--- config.mk ---
export PLATFORM = sky130hd
export DESIGN_NAME = bus_master_arbiter
export DESIGN_NICKNAME = d
export VERILOG_FILES = /design/src/rtl/bus_master_arbiter_pkg.sv /design/src/rtl/bus_rr_pick.sv /design/src/rtl/bus_master_arbiter.sv
export SDC_FILE = /design/constraint.sdc
export NUM_CORES = 1
export LEC_CHECK = 0
export ABC_AREA = 1
export CORE_MARGIN = 3
export CORE_UTILIZATION = 37
export CTS_CLUSTER_DIAMETER = 80
export DETAILED_ROUTE_END_ITERATION = 7
export PLACE_DENSITY = 0.77
export SLEW_MARGIN = 20
export SYNTH_ARGS = -nofsm -noshare
export SYNTH_HDL_FRONTEND = slang
export SYNTH_SLANG_ARGS = --single-unit
--- constraint.sdc ---
create_clock -name clk -period 1.5 [get_ports clk]
set_clock_uncertainty 0.2 [all_clocks]
set_input_delay 0.3 -clock clk [delete_from_list [all_inputs] [get_ports clk]]
set_output_delay 0.3 -clock clk [all_outputs]
set_load 0.01 [all_outputs]
--- src/rtl/bus_master_arbiter_pkg.sv ---
// Shared types for the two-master bus arbiter.
// State encodings and master index constants.
package bus_master_arbiter_pkg;

  typedef enum logic [1:0] {
    IDLE = 2'd0,
    ADDR = 2'd1,
    WAIT = 2'd2,
    DONE = 2'd3
  } state_t;

  localparam logic M_CPU = 1'b0;
  localparam logic M_DMA = 1'b1;

  localparam int LAT_W = 4;

endpackage

--- src/rtl/bus_rr_pick.sv ---
// Combinational round-robin chooser for two requesters.
// On a tie the master that did not win last time is picked.
module bus_rr_pick
  import bus_master_arbiter_pkg::*;
(
  input  logic [1:0] req,
  input  logic       last_grant,
  output logic       gnt_valid,
  output logic       gnt_idx
);

  always_comb begin
    gnt_valid = |req;
    gnt_idx   = M_CPU;
    unique case (1'b1)
      (req == 2'b11): gnt_idx = ~last_grant;
      (req == 2'b10): gnt_idx = M_DMA;
      default:        gnt_idx = M_CPU;
    endcase
  end

endmodule

--- src/rtl/bus_master_arbiter.sv ---
// Two-master round-robin arbiter in front of the bus bridge.
// One transfer at a time: IDLE -> ADDR -> (WAIT) -> DONE.
module bus_master_arbiter
  import bus_master_arbiter_pkg::*;
#(
  parameter int ADDR_W   = 32,
  parameter int DATA_W   = 32,
  parameter int READ_LAT = 1
) (
  input  logic              clk,
  input  logic              rst_n,
  input  logic              m0_req,
  input  logic              m0_we,
  input  logic [ADDR_W-1:0] m0_addr,
  input  logic [DATA_W-1:0] m0_wdata,
  output logic              m0_ack,
  output logic [DATA_W-1:0] m0_rdata,
  input  logic              m1_req,
  input  logic              m1_we,
  input  logic [ADDR_W-1:0] m1_addr,
  input  logic [DATA_W-1:0] m1_wdata,
  output logic              m1_ack,
  output logic [DATA_W-1:0] m1_rdata,
  output logic [ADDR_W-1:0] bus_addr,
  output logic              bus_we,
  output logic [DATA_W-1:0] bus_wdata,
  input  logic [DATA_W-1:0] bus_rdata,
  output logic              bus_busy,
  output logic              bus_owner
);

  localparam logic [LAT_W-1:0] LAT_INIT =
    (READ_LAT > 1) ? LAT_W'(READ_LAT - 2) : '0;

  state_t           state;
  logic             last_grant;
  logic [LAT_W-1:0] lat_cnt;
  logic             gnt_valid;
  logic             gnt_idx;

  bus_rr_pick u_pick (
    .req        ({m1_req, m0_req}),
    .last_grant (last_grant),
    .gnt_valid  (gnt_valid),
    .gnt_idx    (gnt_idx)
  );

  assign bus_busy = (state != IDLE);

  always_ff @(posedge clk or negedge rst_n) begin
    if (!rst_n) begin
      state      <= IDLE;
      bus_addr   <= '0;
      bus_we     <= 1'b0;
      bus_wdata  <= '0;
      bus_owner  <= M_CPU;
      last_grant <= M_DMA;
      lat_cnt    <= '0;
      m0_ack     <= 1'b0;
      m1_ack     <= 1'b0;
      m0_rdata   <= '0;
      m1_rdata   <= '0;
    end else begin
      m0_ack <= 1'b0;
      m1_ack <= 1'b0;
      unique case (state)
        IDLE: begin
          bus_we <= 1'b0;
          if (gnt_valid) begin
            state      <= ADDR;
            bus_owner  <= gnt_idx;
            last_grant <= gnt_idx;
            bus_addr   <= gnt_idx ? m1_addr : m0_addr;
            bus_we     <= gnt_idx ? m1_we : m0_we;
            bus_wdata  <= gnt_idx ? m1_wdata : m0_wdata;
          end
        end
        ADDR: begin
          bus_we <= 1'b0;
          if (bus_we || READ_LAT == 1) begin
            state  <= DONE;
            m0_ack <= (bus_owner == M_CPU);
            m1_ack <= (bus_owner == M_DMA);
            if (!bus_we) begin
              if (bus_owner == M_DMA) m1_rdata <= bus_rdata;
              else                    m0_rdata <= bus_rdata;
            end
          end else begin
            lat_cnt <= LAT_INIT;
            state   <= WAIT;
          end
        end
        WAIT: begin
          if (lat_cnt == '0) begin
            state  <= DONE;
            m0_ack <= (bus_owner == M_CPU);
            m1_ack <= (bus_owner == M_DMA);
            if (bus_owner == M_DMA) m1_rdata <= bus_rdata;
            else                    m0_rdata <= bus_rdata;
          end else begin
            lat_cnt <= lat_cnt - 1'b1;
          end
        end
        DONE: state <= IDLE;
        default: state <= IDLE;
      endcase
    end
  end

endmodule
==> impl_metrics.py, run 1 <==
metrics = {
    "run_status": {
        "status": "finished, violations left",
        "violations": "negative setup slack",
    },
    "critical_path": {
        "worst-path-buf-inv": 3,
        "cp_max_fo": 8,
        "slowest_delay_ps": 360,
        "worst_ep_required_time_ps": 1590,
        "critical_path_depth": 8,
        "crit_type": "reg -> reg",
        "crit_family": "buffers and inverters",
        "worstPathCellList": "inv_2, buf_4, ha_4, a21oi_4, nand3_4, clkbuf_16, nand2_2, nand2_1",
        "cp-end-kind": "flip-flop",
        "startpoint_type": "flip-flop",
        "cpMaxStageDelayCell": "dfrtp_1",
        "reg2reg_depth": 8,
        "startpoint": "state[1]$_DFFE_PN0P_",
        "worstPathArrival_ps": 1870,
        "rr_startpoint": "state[1]$_DFFE_PN0P_",
        "reg2reg_slack_ps": -270,
    },
    "floorplan": {
        "fp.dieH_microns": 135,
        "dieArea_sq_mm": 0.0182,
        "num_io_pins": 299,
        "die-width_microns": 135,
        "core_area_sq_mm": 0.0161,
        "num_rows": 46,
        "start_util_pct": 38.2,
    },
    "logic_synthesis": {
        "syn_nets": 882,
        "syn_area_per_cell_sq_um": 8.67,
        "muxShareOfSynthArea_pct": 0,
        "synth_compound_area_share_pct": 7.53,
        "synth_top_family_by_area": "simple AND/OR/NAND/NOR gates",
        "yosys.area.top_type": "dfrtp_1",
        "synth_top_area_share_pct": 56.1,
        "yosysWarnings": 0,
        "synth-simple-area-share_pct": 29.5,
        "netlist_area_sq_mm": 0.00616,
        "syn-instance-count": 711,
        "synth.area.top_cells": "dfrtp_1 56%, nand2_1 13%, a31oi_1 6.5%",
        "ys_seq_area_share_pct": 56.5,
        "synth_xor_area_share_pct": 0.142,
        "yosys.area_share.adder_pct": 1.02,
        "synth_cell_type_count": 19,
        "ys_seq_elements": 139,
    },
    "global_routing": {
        "grt_overflow": 0,
        "grt_pass1_vias": 6642,
        "grt_first_pass_wirelength_microns": 35500,
        "antenna_found_initial": 3,
        "grt_usage_pct": 24.9,
        "grt_max_degree": 51,
    },
    "sta": {
        "finalMaxSlewViolations": 0,
        "rsz0062_at_grt": "yes",
        "slew_headroom_pct": 72.1,
        "finalCritPeriodShare_pct": 118,
        "hold_violations": 0,
        "setup_viol": 136,
        "worstMarginPinSlew_ps": 418,
        "max_freq_mhz": 564,
        "setup_ws_ps": -273,
        "finalCriticalPeriod_ps": 1770,
    },
    "cells_and_area": {
        "drive_above_1_share_pct": 31.1,
        "areaGrowthSynthToFinish_pct": 79.3,
        "final_area_sq_mm": 0.0110,
        "final_util_pct": 68.5,
        "fin_nets": 1232,
        "layout_common_cells": "181 x nand2_1, 163 x clkdlybuf4s50_1, 137 x dfrtp_1, 128 x buf_2, 69 x nand3_1",
        "fillCellCount": 1214,
        "final_common_cell": "nand2_1",
    },
    "detailed_routing": {
        "drc": 0,
        "drt-initial-drc-count": 575,
        "maxUsedRoutingLayer": "met4",
        "drt-wirelength-per-cell_microns": 19.7,
        "vias_per_cell": 5.32,
        "wl_met3_microns": 2400,
        "routed_wirelength_microns": 25500,
        "drt-met1-wl_microns": 9070,
        "dr_total_vias": 6871,
        "firstDrtPassIters": 6,
        "wl_met2_microns": 13100,
        "antenna_left": 0,
    },
    "placed_design": {
        "placed_area_sq_mm": 0.00986,
        "place_congestion": 0.869,
        "numPortBuffers": 298,
        "dp_slack_ps": -436,
        "dp_hpwl_microns": 16000,
    },
    "clock_tree": {
        "h-tree-depth": 4,
        "cts_tree": "done",
        "cts_sinks": 139,
        "cts_buffers": 17,
        "clk_root_buffer_cell": "clkbuf_16",
        "clk_path_buf_depth": 2,
        "clk_pin_slew_ps": 60,
        "clk_latency_ps": 410,
    },
    "power_and_ir_drop": {
        "p_total_mw": 24.5,
        "ir_drop_v": 0.00100,
        "p_per_area_mw_per_mm2": 2220,
        "p_leak_nw": 5.09,
    },
    "flow_run": {
        "cap_violations": 0,
    },
    "worst_hold_path": {
        "hold_path_class": "in -> async",
    },
}
## cell usage after synthesis
cell,number
ha_1,5
inv_1,11
dfstp_2,1
clkbuf_1,23
nand4_1,64
a31oi_1,64
nand3_1,73
buf_1,4
xor2_1,1
buf_4,4
o21ai_0,7
buf_2,30
nor2_1,67
a21oi_2,1
dfrtp_1,138
inv_2,1
nor2_2,1
nand2_1,212
a21oi_1,4
## routing by layer
layer / GRT usage (%) / vias up
met3: 9.54 / 73
met4: 9.46 / 0
li1: - / 3142
met2: 41.7 / 369
met1: 29.0 / 3287
met5: 0 / -
## registers in the layout, indices dropped and copies added (netlist names)
| name | cells |
|---|---|
| bus_addr | 32 |
| m1_ack | 1 |
| state | 2 |
| last_grant | 1 |
| bus_wdata | 32 |
| lat_cnt | 4 |
| bus_owner | 1 |
| bus_we | 1 |
| m0_rdata | 32 |
| m1_rdata | 32 |
| m0_ack | 1 |
## power by group
part | internal, mW | total, mW | switching (mW)
clock network | 3.28 | 4.90 | 1.62
registers | 5.64 | 6.74 | 1.10
logic | 5.92 | 12.9 | 6.95
total | 14.8 | 24.5 | 9.67
## metrics by stage
| step | instances | TNS, ps | hold slack [ps] |
|---|---|---|---|
| after floorplan | 711 | -1120 | -196 |
| after global placement | 1217 | -28280 | 37.3 |
| after detailed placement | 1217 | -34050 | 40.4 |
| after CTS | 1272 | -21970 | 179 |
| after global routing | 1292 | -35740 | 189 |
| final | 1292 | -25770 | 179 |
## worst paths after layout
check,end
setup / recovery,m0_rdata[1]$_DFFE_PN0P_
hold / removal,m1_rdata[2]$_DFFE_PN0P_
setup reg to reg,m0_rdata[1]$_DFFE_PN0P_
hold reg to reg,m1_rdata[0]$_DFFE_PN0P_
max in group asynchronous,bus_addr[4]$_DFFE_PN0P_
min in group clk,bus_wdata[29]$_DFFE_PN0P_
## final cells by class
class	count	area [sq um]	area share (%)
timing repair buffer	391	3630	32.8
antenna	3	7.51	0.0680
clock buffer	19	433	3.92
tap	216	270	2.45
multi-input combinational	500	2940	26.6
inverter	12	47.5	0.430
sequential	139	3480	31.5
clock inverter	12	245	2.22
## kinds of logic (layout without fill, tap and decap cells)
logic type / Yosys count / in the layout
compound gates: 76 / 76
other cells: 0 / 3
flops: 139 / 139
fa+ha+maj: 5 / 5
simple gates: 417 / 418
xor+xnor: 1 / 1
buf+inv: 73 / 434
## worst reg2reg max path: stages, from the launching register on
cell and delay [ps]:
dfrtp_1 360, inv_2 60, buf_4 130, ha_4 170, a21oi_4 200, nand3_4 170
clkbuf_16 220, nand2_2 60, nand2_1 70
## repair_timing
item / 4_1_cts / 5_1_grt
gates resized for setup: 559 / 91
pin swaps: 33 / 30
endpoints found under the hold margin: 139 / 0
hold buffers: 1 / 0
endpoints found under the setup margin: 267 / 149
buffers inserted: 16 / 8
gates cloned: 7 / 9
(Power assumes the default switching activity.)
==> run 2, diff against run 1 <==
- CORE_UTILIZATION: 37 -> 44
- PLACE_DENSITY: 0.77 -> 0.86
- clock period: 1.5 -> 2.2 ns (I/O delays scaled with it)
==> run 2 against run 1 <==
The flow now finishes without violations. Highest routed layer unchanged. Clock-buffer cell count rose by 3. First-iteration DRC count fell by 2.4%. Sequential share of layout area rose by 3.5 points. Critical endpoint is now bus_we. Via count fell by 7.7%. Critical path type is now reg -> out. Largest cell class is now sequential cells.
==> impl_metrics.py, run 2 (synthesis gave the netlist of run 1 again) <==
metrics = {
    "clock_tree": {
        "clk_path_buf_depth": 2,
        "h-tree-depth": 4,
        "cts_tree": "done",
        "cts_setup_buffers": 0,
        "clk_latency_ps": 420,
        "cts_sinks": 139,
        "clk_root_buffer_cell": "clkbuf_16",
        "clk_pin_slew_ps": 60,
        "cts_buffers": 17,
    },
    "power_and_ir_drop": {
        "netSwitchingFraction_pct": 37.3,
        "switchingPower_mw": 5.49,
        "p_total_mw": 14.7,
        "p_seq_share_pct": 30.9,
        "internal_power_mw": 9.21,
        "p_per_area_mw_per_mm2": 1480,
        "p_clk_share_pct": 20.1,
        "p_leak_nw": 4.40,
        "power_frac_comb_pct": 48.9,
        "ir_drop_v": 0.000876,
    },
    "global_routing": {
        "antenna_found_initial": 1,
        "grt_pass1_vias": 6295,
        "grt_first_pass_wirelength_microns": 32700,
        "grt_overflow": 0,
        "grt_usage_pct": 26.7,
        "grt_max_degree": 93,
    },
    "critical_path": {
        "cp_max_fo": 4,
        "cp-end-kind": "primary output",
        "startpoint": "bus_we$_DFFE_PN0P_",
        "cpMaxStageDelayCell": "clkdlybuf4s50_1",
        "worstPathArrival_ps": 1520,
        "worst-path-buf-inv": 1,
        "crit_type": "reg -> out",
        "startpoint_type": "flip-flop",
        "worst_ep_required_time_ps": 1560,
        "rr_startpoint": "lat_cnt[0]$_DFFE_PN0P_",
        "worstPathCellList": "clkdlybuf4s50_1",
        "slowest_delay_ps": 640,
        "crit_family": "buffers and inverters",
    },
    "cells_and_area": {
        "final_area_sq_mm": 0.00994,
        "stdcell_count": 1175,
        "layout_common_cells": "294 x clkdlybuf4s50_1, 209 x nand2_1, 138 x dfrtp_1, 73 x nand3_1, 67 x nor2_1",
        "areaGrowthSynthToFinish_pct": 61.3,
        "drive_above_1_share_pct": 6.01,
        "final_util_pct": 73.9,
        "final_common_cell": "clkdlybuf4s50_1",
        "fin_nets": 1157,
    },
    "detailed_routing": {
        "firstDrtPassIters": 8,
        "antenna_left": 0,
        "dr_total_vias": 6345,
        "drt-initial-drc-count": 561,
        "vias_per_cell": 5.40,
        "drt-wirelength-per-cell_microns": 17.9,
        "routed_wirelength_microns": 21000,
        "drc": 0,
    },
    "worst_hold_path": {
        "hp-start": "m1_req",
        "hold_path_class": "in -> reg",
    },
    "sta": {
        "holdWs_ps": 153,
        "finalCritPeriodShare_pct": 98.0,
        "setup_viol": 0,
        "slew_headroom_pct": 71.8,
        "finalCriticalPeriod_ps": 2160,
        "hold_violations": 0,
        "setup_ws_ps": 44.5,
        "finalMaxSlewViolations": 0,
        "worstMarginPinSlew_ps": 423,
        "rsz0062_at_grt": "no",
        "max_freq_mhz": 464,
        "setup_tns_ps": 0,
    },
    "run_status": {
        "status": "finished, final reports clean",
    },
    "floorplan": {
        "fp.dieH_microns": 124,
        "num_rows": 42,
        "num_io_pins": 299,
        "die-width_microns": 124,
        "start_util_pct": 45.8,
        "dieArea_sq_mm": 0.0155,
        "core_area_sq_mm": 0.0135,
    },
    "flow_run": {
        "cap_violations": 0,
    },
    "placed_design": {
        "dp.cells": 1142,
        "dp_hpwl_microns": 14700,
        "place_congestion": 0.864,
        "placed_area_sq_mm": 0.00931,
        "numPortBuffers": 298,
        "dp_slack_ps": 129,
    },
}
## run 2: changes by cell type in the layout (fill, tap and decap cells not counted), moves of 8 or more
cell             previous run  this run
buf_4                      47        12
nand2_1                   181       209
nand2_2                    27         3
buf_12                     20         6
a31oi_4                    22         0
a31oi_1                    42        64
clkdlybuf4s50_1           163       294
buf_2                     128         1
buf_16                      8         0
buf_6                      16         1
## run 2: path summary, 6_finish.rpt
| path | to | slack, ps | depth (start not counted) |
|---|---|---|---|
| max | bus_we | 40 | 1 |
| min | last_grant$_DFFE_PN1P_ | 150 | 3 |
| max reg2reg | m0_rdata[14]$_DFFE_PN0P_ | 360 | 8 |
| min reg2reg | m0_rdata[11]$_DFFE_PN0P_ | 270 | 2 |
| max in group asynchronous | last_grant$_DFFE_PN1P_ | 880 | 3 |
| min in group asynchronous | m0_rdata[30]$_DFFE_PN0P_ | 310 | 2 |
## run 2: worst register-to-register path, stage by stage, from the launching register on
cell     delay [ps]
dfrtp_1         360
inv_1           120
ha_1            210
nand3_1         100
nand2_2         180
nand3_1         100
buf_4           260
nand2_1         120
nand2_1          70
## run 2: timing repair
item,in CTS,in global routing
hold buffers,1,0
endpoints found under the setup margin,1,2
gates cloned,0,0
gates resized for setup,3,2
hold endpoints to repair,38,0
## run 2: cell type report
| cell class | count | area (sq um) |
|---|---|---|
| diodes | 1 | 2.50 |
| clock buffers | 22 | 474 |
| clock inverters | 9 | 138 |
| fillers | 1013 | 3520 |
| inverters | 12 | 45.0 |
| multi-input cells | 499 | 2370 |
| flip-flops and latches | 139 | 3480 |
| well taps | 176 | 220 |
| repair buffers | 317 | 3200 |
## run 2: per-layer routing
metal	up-vias	wire [microns]	track usage, %
met5	-	0	0
met4	0	743	11.5
met3	55	2100	10.1
met2	335	10500	45.1
met1	2968	7660	30.4
li1	2987	-	-
## run 2: power by group through the flow
stage	clock, mW	combinational [mW]	sequential [mW]
floorplan	0	2.91	5.07
global placement	0	7.00	4.53
detailed placement	0	7.16	4.56
CTS	3.00	7.24	4.55
global route	3.10	7.84	4.70
finish	2.96	7.19	4.55
==> run 3, diff against run 2 <==
- HOLD_SLACK_MARGIN: default -> 0.12
==> results of run 3 <==
No change in the layout: final DEF, timing and power equal those of run 2.
